===== config.mk =====
export PLATFORM = sky130hd
export DESIGN_NAME = dmem_arbiter
export DESIGN_NICKNAME = d
export VERILOG_FILES = /design/src/rtl/dmem_arbiter.sv
export SDC_FILE = /design/constraint.sdc
export NUM_CORES = 1
export LEC_CHECK = 0
export ABC_AREA = 1
export CAP_MARGIN = 0
export CORE_MARGIN = 2
export CORE_UTILIZATION = 25
export CTS_CLUSTER_DIAMETER = 80
export CTS_CLUSTER_SIZE = 16
export DETAILED_ROUTE_END_ITERATION = 8
export MAX_ROUTING_LAYER = met4
export PLACE_DENSITY_LB_ADDON = 0.2
export SLEW_MARGIN = 20
export SYNTH_ARGS = -nofsm -noshare
export SYNTH_HDL_FRONTEND = slang
export SYNTH_SLANG_ARGS = --single-unit

===== constraint.sdc =====
create_clock -name clk -period 2 [get_ports clk]
set_input_delay 0.2 -clock clk [delete_from_list [all_inputs] [get_ports clk]]
set_output_delay 0.2 -clock clk [all_outputs]
set_load 0.02 [all_outputs]

===== src/rtl/dmem_arbiter.sv =====
`default_nettype none
// ============================================================================
// dmem_arbiter : shares the single-port data memory between the pipeline MEM
//                stage and a debug/loader host, sequencing IDLE->ACCESS->RESP.
// Revision     : 1.0
// ============================================================================
module dmem_arbiter #(
  parameter int ADDR_W       = 8,
  parameter int DATA_W       = 8,
  parameter int MEM_LATENCY  = 2,
  parameter int STARVE_LIMIT = 4
) (
  input  logic              clk,
  input  logic              reset,
  input  logic              pipe_req,
  input  logic              pipe_we,
  input  logic [ADDR_W-1:0] pipe_addr,
  input  logic [DATA_W-1:0] pipe_wdata,
  output logic [DATA_W-1:0] pipe_rdata,
  output logic              pipe_stall,
  input  logic              dbg_req,
  input  logic              dbg_we,
  input  logic [ADDR_W-1:0] dbg_addr,
  input  logic [DATA_W-1:0] dbg_wdata,
  output logic [DATA_W-1:0] dbg_rdata,
  output logic              dbg_ack,
  output logic              mem_en,
  output logic              mem_we,
  output logic [ADDR_W-1:0] mem_addr,
  output logic [DATA_W-1:0] mem_wdata,
  input  logic [DATA_W-1:0] mem_rdata
);

  typedef enum logic [1:0] {
    IDLE   = 2'd0,
    ACCESS = 2'd1,
    RESP   = 2'd2
  } state_t;

  localparam logic [2:0] LAT_LAST   = 3'(MEM_LATENCY - 1);
  localparam logic [3:0] STARVE_MAX = 4'(STARVE_LIMIT);
  localparam logic       OWN_PIPE   = 1'b0;
  localparam logic       OWN_DBG    = 1'b1;

  state_t            state_q, state_d;
  logic              owner_q, owner_d;
  logic [2:0]        lat_q, lat_d;
  logic [3:0]        starve_q, starve_d;
  logic              we_q, we_d;
  logic [ADDR_W-1:0] addr_q, addr_d;
  logic [DATA_W-1:0] wdata_q, wdata_d;
  logic [DATA_W-1:0] pipe_rdata_q, pipe_rdata_d;
  logic [DATA_W-1:0] dbg_rdata_q, dbg_rdata_d;
  logic              grant_pipe, grant_dbg;

  always_ff @(posedge clk or negedge reset) begin
    if (!reset) begin
      state_q      <= IDLE;
      owner_q      <= OWN_PIPE;
      lat_q        <= '0;
      starve_q     <= '0;
      we_q         <= 1'b0;
      addr_q       <= '0;
      wdata_q      <= '0;
      pipe_rdata_q <= '0;
      dbg_rdata_q  <= '0;
    end else begin
      state_q      <= state_d;
      owner_q      <= owner_d;
      lat_q        <= lat_d;
      starve_q     <= starve_d;
      we_q         <= we_d;
      addr_q       <= addr_d;
      wdata_q      <= wdata_d;
      pipe_rdata_q <= pipe_rdata_d;
      dbg_rdata_q  <= dbg_rdata_d;
    end
  end

  always_comb begin
    state_d      = state_q;
    owner_d      = owner_q;
    lat_d        = lat_q;
    starve_d     = starve_q;
    we_d         = we_q;
    addr_d       = addr_q;
    wdata_d      = wdata_q;
    pipe_rdata_d = pipe_rdata_q;
    dbg_rdata_d  = dbg_rdata_q;
    grant_pipe   = 1'b0;
    grant_dbg    = 1'b0;

    case (state_q)
      IDLE: begin
        // Pipeline has priority until the host has been passed over STARVE_LIMIT times.
        grant_dbg  = dbg_req & (~pipe_req | (starve_q == STARVE_MAX));
        grant_pipe = pipe_req & ~grant_dbg;
        if (grant_dbg) begin
          owner_d  = OWN_DBG;
          we_d     = dbg_we;
          addr_d   = dbg_addr;
          wdata_d  = dbg_wdata;
          starve_d = '0;
        end else if (grant_pipe) begin
          owner_d = OWN_PIPE;
          we_d    = pipe_we;
          addr_d  = pipe_addr;
          wdata_d = pipe_wdata;
          if (dbg_req && (starve_q != STARVE_MAX)) begin
            starve_d = starve_q + 4'd1;
          end else if (!dbg_req) begin
            starve_d = '0;
          end
        end else if (!dbg_req) begin
          starve_d = '0;
        end
        if (grant_pipe || grant_dbg) begin
          state_d = ACCESS;
          lat_d   = '0;
        end
      end
      ACCESS: begin
        if (lat_q == LAT_LAST) begin
          state_d = RESP;
          lat_d   = '0;
          if (!we_q) begin
            if (owner_q == OWN_DBG) begin
              dbg_rdata_d = mem_rdata;
            end else begin
              pipe_rdata_d = mem_rdata;
            end
          end
        end else begin
          lat_d = lat_q + 3'd1;
        end
      end
      RESP: begin
        state_d = IDLE;
      end
      default: begin
        state_d = IDLE;
      end
    endcase
  end

  assign mem_en     = (state_q == ACCESS);
  assign mem_we     = mem_en & we_q;
  assign mem_addr   = addr_q;
  assign mem_wdata  = wdata_q;
  assign pipe_rdata = pipe_rdata_q;
  assign dbg_rdata  = dbg_rdata_q;
  assign dbg_ack    = (state_q == RESP) & (owner_q == OWN_DBG);
  // Released only in the pipeline's own RESP cycle; a flushed request never stalls.
  assign pipe_stall = pipe_req & ~((state_q == RESP) & (owner_q == OWN_PIPE));

endmodule
`default_nettype wire


==> run_results.csv, run 1 <==
group,metric,value,unit
grt,grt_usage,12.0,%
drt,dr_total_vias,1925,
power_and_ir_drop,internal_power,2.85,mW
cells_and_area,area_delta_synth_final,47.8,%
yosys,synth_top_family_by_area,"simple AND/OR/NAND/NOR gates",
sta,worst_pin_slew,569,ps
clock_network,htree_levels,2,
yosys,synth_area,2240,um2
drt,drt_iter0_drc,95,
die,die_h,98.7,um
clock_network,clock_sinks,43,
clock_network,clock_latency,290,ps
worst_setup_path,critPathRequiredTime,1800,ps
power_and_ir_drop,peakVddDrop,0.631,mV
cells_and_area,postLayoutCoreUtil,38.0,%
worst_setup_path,ff2ff_path_depth,8,
sta,fmax,0.544,GHz
sta,setup-tns-final,0,ps
drt,wl,5.54,mm
die,start_util,25.7,%
die,die_w,98.7,um
clock_network,cts_tree,"done",
job,drv_cap,0,
run_status,status,"completed",
worst_setup_path,path_cells,"inv_1, nor3_1, clkdlybuf4s50_1",
grt,grt_overflow_total,0,
sta,finalCritPeriodShare,91.9,%
drt,firstDrtPassIters,4,
power_and_ir_drop,power_density,1430,nW/um2
sta,rsz0062_at_grt,"no",
worst_setup_path,end_kind,"output pin",
yosys,syn_nets,321,
die,num_io_pins,82,
power_and_ir_drop,pwr-share-seq,33.0,%
clock_network,cts_buffers,5,
yosys,synthAdderAreaFrac,1.12,%
sta,slew_violations,0,
sta,min_period,1840,ps
drt,drc_errors,0,
yosys,synth-simple-area-share,28.1,%
placement,globalplace.congestion,0.767,
power_and_ir_drop,clockPowerShare,16.8,%
cells_and_area,final_common_cell,"clkdlybuf4s50_1",
yosys,synthTopCellsByArea,"dfrtp_1 48%, nand2_1 13%, inv_1 9.2%, nand3_1 8.3%, o21ai_2 6.6%",
grt,grt_pass1_vias,1935,
worst_setup_path,critPathMaxStageDelay,630,ps
worst_setup_path,worstPathArrival,1640,ps
yosys,muxShareOfSynthArea,0,%
worst_hold_path,hp-class,"input port to asynchronous set/reset pin",
yosys,synth_cell_types,24,
power_and_ir_drop,switching_power,1.90,mW
drt,post_drt_via_cell_ratio,4.10,
sta,setup_violations,0,
yosys,ys.flop_type,"dfrtp_1",
placement,place_hpwl,4.21,mm
placement,portBuffers,81,
placement,dp_cells,460,
die,fp.coreArea,8720,um2
yosys,synth_xor_xnor_area_share,1.17,%
yosys,ys_ff_latch,43,
sta,skew,7.31,ps
yosys,yosys_warnings,0,
cells_and_area,nets,408,
grt,grt_max_degree,25,
sta,max-slew-margin-rel,62.1,%
clock_network,clkSlewWorstSetupHoldPaths,80,ps
worst_setup_path,critPathMaxFanout,3,
cells_and_area,diodes,0,
worst_setup_path,cpMaxStageDelayCell,"clkdlybuf4s50_1",
power_and_ir_drop,comb_power_share,50.2,%
cells_and_area,final_cell_mix,"78 x clkdlybuf4s50_1, 77 x nand2_1, 55 x inv_1",
yosys,synth_top_area_share,48.0,%
clock_network,cts_root_buf,"clkbuf_8",
grt,grt_pass1_wl,9.17,mm
die,die-area,9740,um2
sta,hold_viol_final,0,
yosys,syn-instance-count,273,
drt,wire_per_inst,11.8,um
clock_network,cts_buffer_depth,2,
yosys,synth_edf_count,0,
yosys,synth_area_per_cell,8.21,um2
grt,antenna_found_initial,0,
power_and_ir_drop,switching_share,39.9,%
drt,antenna_left,0,
yosys,seq_area_frac_synth,48.0,%
yosys,synth_compound_area_share,8.87,%
die,rows,34,
worst_setup_path,crit_type,"flip-flop to output pin",
worst_setup_path,ff2ff_setup_slack,480,ps
power_and_ir_drop,p_leak,1.69,nW
worst_setup_path,startpoint_type,"flip-flop",
yosys,synth_top_area_cell,"dfrtp_1",
power_and_ir_drop,power,4.75,mW
cells_and_area,layout-drive-gt1-share,12.5,%
cells_and_area,final_cells,469,
yosys,async_flop_share,100,%
## worst max-delay path, delay by kind of cell (launching register included)
family,cells,cell delay [ps]
DFF,1,430
buffers and inverters,2,760
and+or+nand+nor,1,160
## kinds of logic (layout without fill, tap and decap cells)
family / Yosys count / after routing
AND/OR/NAND/NOR: 133 / 133
buffers and inverters: 66 / 154
adder cells (fa/ha/maj): 2 / 2
flip-flops: 43 / 43
XOR/XNOR: 3 / 3
AO/OA/AOI/OAI: 26 / 26
## through the flow
step / hold slack (ps) / setup slack [ps] / area [um2]
CTS: 443 / 58.6 / 3310
global route: 489 / 57.5 / 3310
floorplan: -95.6 / 650 / 2240
finish: 436 / 163 / 3310
detailed placement: 236 / 279 / 3170
global placement: 230 / 279 / 3170
## cells in the mapped netlist (2+ instances only)
cell type and n:
o22ai_1 2, dfrtp_1 43, nand2_2 6, o21ai_0 3, o21ai_2 17, inv_1 55
buf_6 4, clkbuf_1 3, nand4_1 3, xor2_1 2, ha_1 2, nor2_1 4
nand3_1 37, nand3_4 3, buf_4 2, a21oi_1 3, nand2_1 77
## final timing paths
kind / startpoint / end
min: reset / mem_addr[3]
max in group asynchronous: reset / starve_q[2]
max reg2reg: starve_q[0] / mem_addr[5]
min reg2reg: mem_wdata[5] / mem_wdata[5]
max: owner_q / dbg_ack
min in group clk: mem_wdata[5] / mem_wdata[5]
## sequential cells by signal (all words and copies together) (netlist names)
| name | flops |
|---|---|
| starve_q | 4 |
| we_q | 1 |
| mem_addr | 8 |
| mem_wdata | 8 |
| dbg_rdata | 8 |
| pipe_rdata | 8 |
| owner_q | 1 |
| state_q | 2 |
| lat_q | 3 |
## power by group through the flow
stage / sequential [mW] / clock [mW] / combinational, mW
6_report: 1.57 / 0.799 / 2.38
5_1_grt: 1.62 / 0.856 / 2.60
4_1_cts: 1.57 / 0.825 / 2.43
3_5_place_dp: 1.58 / 0 / 2.42
3_3_place_gp: 1.58 / 0 / 2.40
2_1_floorplan: 1.94 / 0 / 1.01
## metal layers
layer	wire, um	up-vias	share of wire, %	GRT usage, %
met2	2630	44	48	19.7
li1	-	1008	-	-
met3	177	5	3.2	2.13
met4	82	0	1.5	3.79
met1	2640	868	48	15.2
met5	0	-	0	-
## layout make-up
class / instances / area, um2
Tap cell: 108 / 135
Timing Repair Buffer: 90 / 881
Clock buffer: 6 / 72.6
Multi-Input combinational cell: 164 / 880
Inverter: 56 / 210
Sequential cell: 43 / 1080
Fill cell: 888 / 5410
Clock inverter: 2 / 60.1
## repair_timing
item | 4_1_cts | 5_1_grt
hold buffers | 1 | 0
setup buffers | 0 | 0
endpoints found under the setup margin | 0 | 2
resized for setup | 0 | 2
hold endpoints to repair | 22 | 0
Note: power is estimated with default switching activity, not from simulation.
==> run 2, diff against run 1 <==
Settings changed: CTS_CLUSTER_DIAMETER 80 to 50, TNS_END_PERCENT set to 5.
==> results of run 2 <==
Same layout as run 1: the final DEF is identical, and so are final timing and power.
==> run 3, diff against run 2 <==
Settings changed: ABC_AREA 1 to 0.
==> run_results.csv, run 3 <==
group,metric,value,unit
yosys,synth_top_area_share,55.1,%
sta,fmax,0.536,GHz
yosys,synth-simple-area-share,15.5,%
power_and_ir_drop,power_density,1480,nW/um2
cells_and_area,n_fill_cell,778,
worst_setup_path,cp.buffers_inverters,2,
power_and_ir_drop,p_leak,1.28,nW
power_and_ir_drop,peakVddDrop,0.600,mV
die,num_io_pins,82,
grt,grt_max_degree,28,
yosys,synth_edf_count,0,
yosys,seq_area_frac_synth,55.1,%
cells_and_area,layout-drive-gt1-share,14.9,%
yosys,synth_top_area_cell,"dfrtp_1",
yosys,yosys_warnings,0,
sta,hold_viol_final,0,
worst_setup_path,rr_endpoint,"dbg_rdata[7]",
yosys,synthTopCellsByArea,"dfrtp_1 55%, a21oi_1 10%, mux2_2 8.7%, nand2_1 4.2%, nor2_1 4.0%",
drt,wl,4.90,mm
job,drv_cap,0,
worst_setup_path,cp-endpoint,"mem_en",
yosys,muxShareOfSynthArea,9.94,%
worst_setup_path,reg2reg_from,"state_q[1]",
die,die-area,8530,um2
grt,grt_overflow_total,0,
yosys,synth_commonest_cells,"43 x dfrtp_1, 39 x a21oi_1, 22 x nand2_1",
yosys,synth.most_common_cell,"dfrtp_1",
drt,wire_per_inst,13.0,um
worst_setup_path,path_delay_family,"buffers and inverters",
cells_and_area,diodes,0,
sta,setup_violations,0,
worst_hold_path,hp-class,"input port to asynchronous set/reset pin",
cells_and_area,area_delta_synth_final,53.4,%
clock_network,clkSlewWorstSetupHoldPaths,90,ps
sta,max-slew-margin-rel,70.3,%
die,die_h,92.4,um
worst_setup_path,crit_type,"flip-flop to output pin",
cells_and_area,final_common_cell,"clkdlybuf4s50_1",
clock_network,clock_latency,300,ps
placement,globalplace.congestion,0.800,
placement,place_area,2880,um2
worst_setup_path,cpMaxStageDelayCell,"clkdlybuf4s50_1",
drt,antenna_left,0,
cells_and_area,final_cell_mix,"78 x clkdlybuf4s50_1, 43 x dfrtp_1, 39 x a21oi_1",
worst_setup_path,cp.depth,3,
grt,grt_pass1_wl,8.18,mm
drt,firstDrtPassIters,4,
placement,dp_cells,369,
worst_setup_path,critPathMaxFanout,8,
cells_and_area,final_cells,378,
worst_setup_path,ff2ff_setup_slack,450,ps
sta,skew,7.85,ps
yosys,async_flop_share,100,%
cells_and_area,fin_area,2990,um2
clock_network,clock_sinks,43,
yosys,synth_xor_xnor_area_share,0,%
clock_network,cts_buffers,5,
sta,setup-tns-final,0,ps
clock_network,cts_tree,"done",
clock_network,cts_buffer_depth,2,
yosys,synth_cell_types,34,
grt,grt_pass1_vias,1616,
sta,min_period,1860,ps
clock_network,htree_levels,2,
worst_setup_path,end_kind,"output pin",
die,die_w,92.4,um
worst_setup_path,startpoint_type,"flip-flop",
run_status,status,"completed",
yosys,synth_area_per_cell,10.3,um2
sta,slew_violations,0,
worst_setup_path,worstPathArrival,1660,ps
yosys,synth_top_family_by_area,"simple AND/OR/NAND/NOR gates",
yosys,synth_area,1950,um2
yosys,synth_compound_area_share,13.9,%
yosys,syn-instance-count,190,
sta,worst_pin_slew,444,ps
worst_setup_path,path_cells,"nand2b_2, inv_4, clkdlybuf4s50_1",
die,fp.coreArea,7650,um2
grt,grt_usage,12.5,%
worst_setup_path,ff2ff_path_depth,5,
clock_network,cts_root_buf,"clkbuf_8",
die,rows,32,
placement,portBuffers,81,
placement,place_hpwl,3.60,mm
drt,post_drt_via_cell_ratio,4.28,
drt,drc_errors,0,
yosys,synthAdderAreaFrac,1.28,%
worst_setup_path,cp-startpoint,"state_q[1]",
worst_setup_path,critPathRequiredTime,1800,ps
yosys,syn_nets,238,
die,start_util,25.5,%
drt,drt_iter0_drc,61,
drt,dr_total_vias,1619,
cells_and_area,nets,323,
grt,antenna_found_initial,0,
sta,rsz0062_at_grt,"no",
worst_setup_path,critPathMaxStageDelay,610,ps
yosys,ys.flop_type,"dfrtp_1",
sta,finalCritPeriodShare,93.2,%
yosys,ys_ff_latch,43,
## run 3: kinds of logic (layout without fill, tap and decap cells)
| group | Yosys count | after routing |
|---|---|---|
| compound gates | 51 | 51 |
| fa+ha+maj | 2 | 2 |
| buf+inv | 16 | 102 |
| flops | 43 | 43 |
| mux | 17 | 17 |
| simple gates | 61 | 61 |
## run 3: per-stage QoR
stage	utilization, %	hold WS [ps]	power [mW]	setup WS [ps]
finish	39.2	250	4.44	135
global route	39.2	248	4.76	39.7
global placement	37.6	35.8	3.84	299
CTS	39.1	241	4.51	68.7
detailed placement	37.6	38.2	3.87	300
floorplan	-	-95.6	2.83	475
## run 3: worst min-delay path by stage
stage	startpoint	to	slack, ps	cells past startpoint
2_1_floorplan	reset	dbg_rdata[0]	-100	0
6_report	reset	pipe_rdata[7]	250	2
4_1_cts	reset	dbg_rdata[5]	240	2
3_3_place_gp	reset	pipe_rdata[7]	40	1
3_5_place_dp	reset	pipe_rdata[7]	40	1
5_1_grt	reset	dbg_rdata[5]	250	2
## run 3: layout make-up
cell class	instances	area, um2	area share (%)
clock buffers	7	96.3	3.22
well taps	102	128	4.26
multi-input cells	131	800	26.7
inverters	6	25.0	0.836
flip-flops and latches	43	1080	35.9
clock inverters	1	7.51	0.251
repair buffers	88	862	28.8
## run 3: worst register-to-register path: cells and delay by family (launching register included)
family	cells	cell delay, ps
flip-flops	1	400
AND/OR/NAND/NOR	3	600
buffers and inverters	1	100
multiplexers	1	340
## run 3: repair_timing
| action | in CTS | in global routing |
|---|---|---|
| setup endpoints to repair | 1 | 2 |
| hold buffers | 1 | 0 |
| endpoints found under the hold margin | 16 | 0 |
| resized for setup | 1 | 2 |
| buffers inserted | 0 | 0 |
## run 3: power breakdown
group | switching (mW) | internal (mW) | total, mW
clock | 0.309 | 0.315 | 0.624
sequential | 0.235 | 1.26 | 1.50
combinational | 1.19 | 1.12 | 2.31
## run 3: metal layers
metal  track usage (%)  share of wire, %  vias to the layer above
li1                  -                 -                      814
met1              16.5                48                      766
met2              19.4                47                       33
met3              2.44               2.9                        6
met4              4.10               1.5                        0
met5                 -                 0                        -
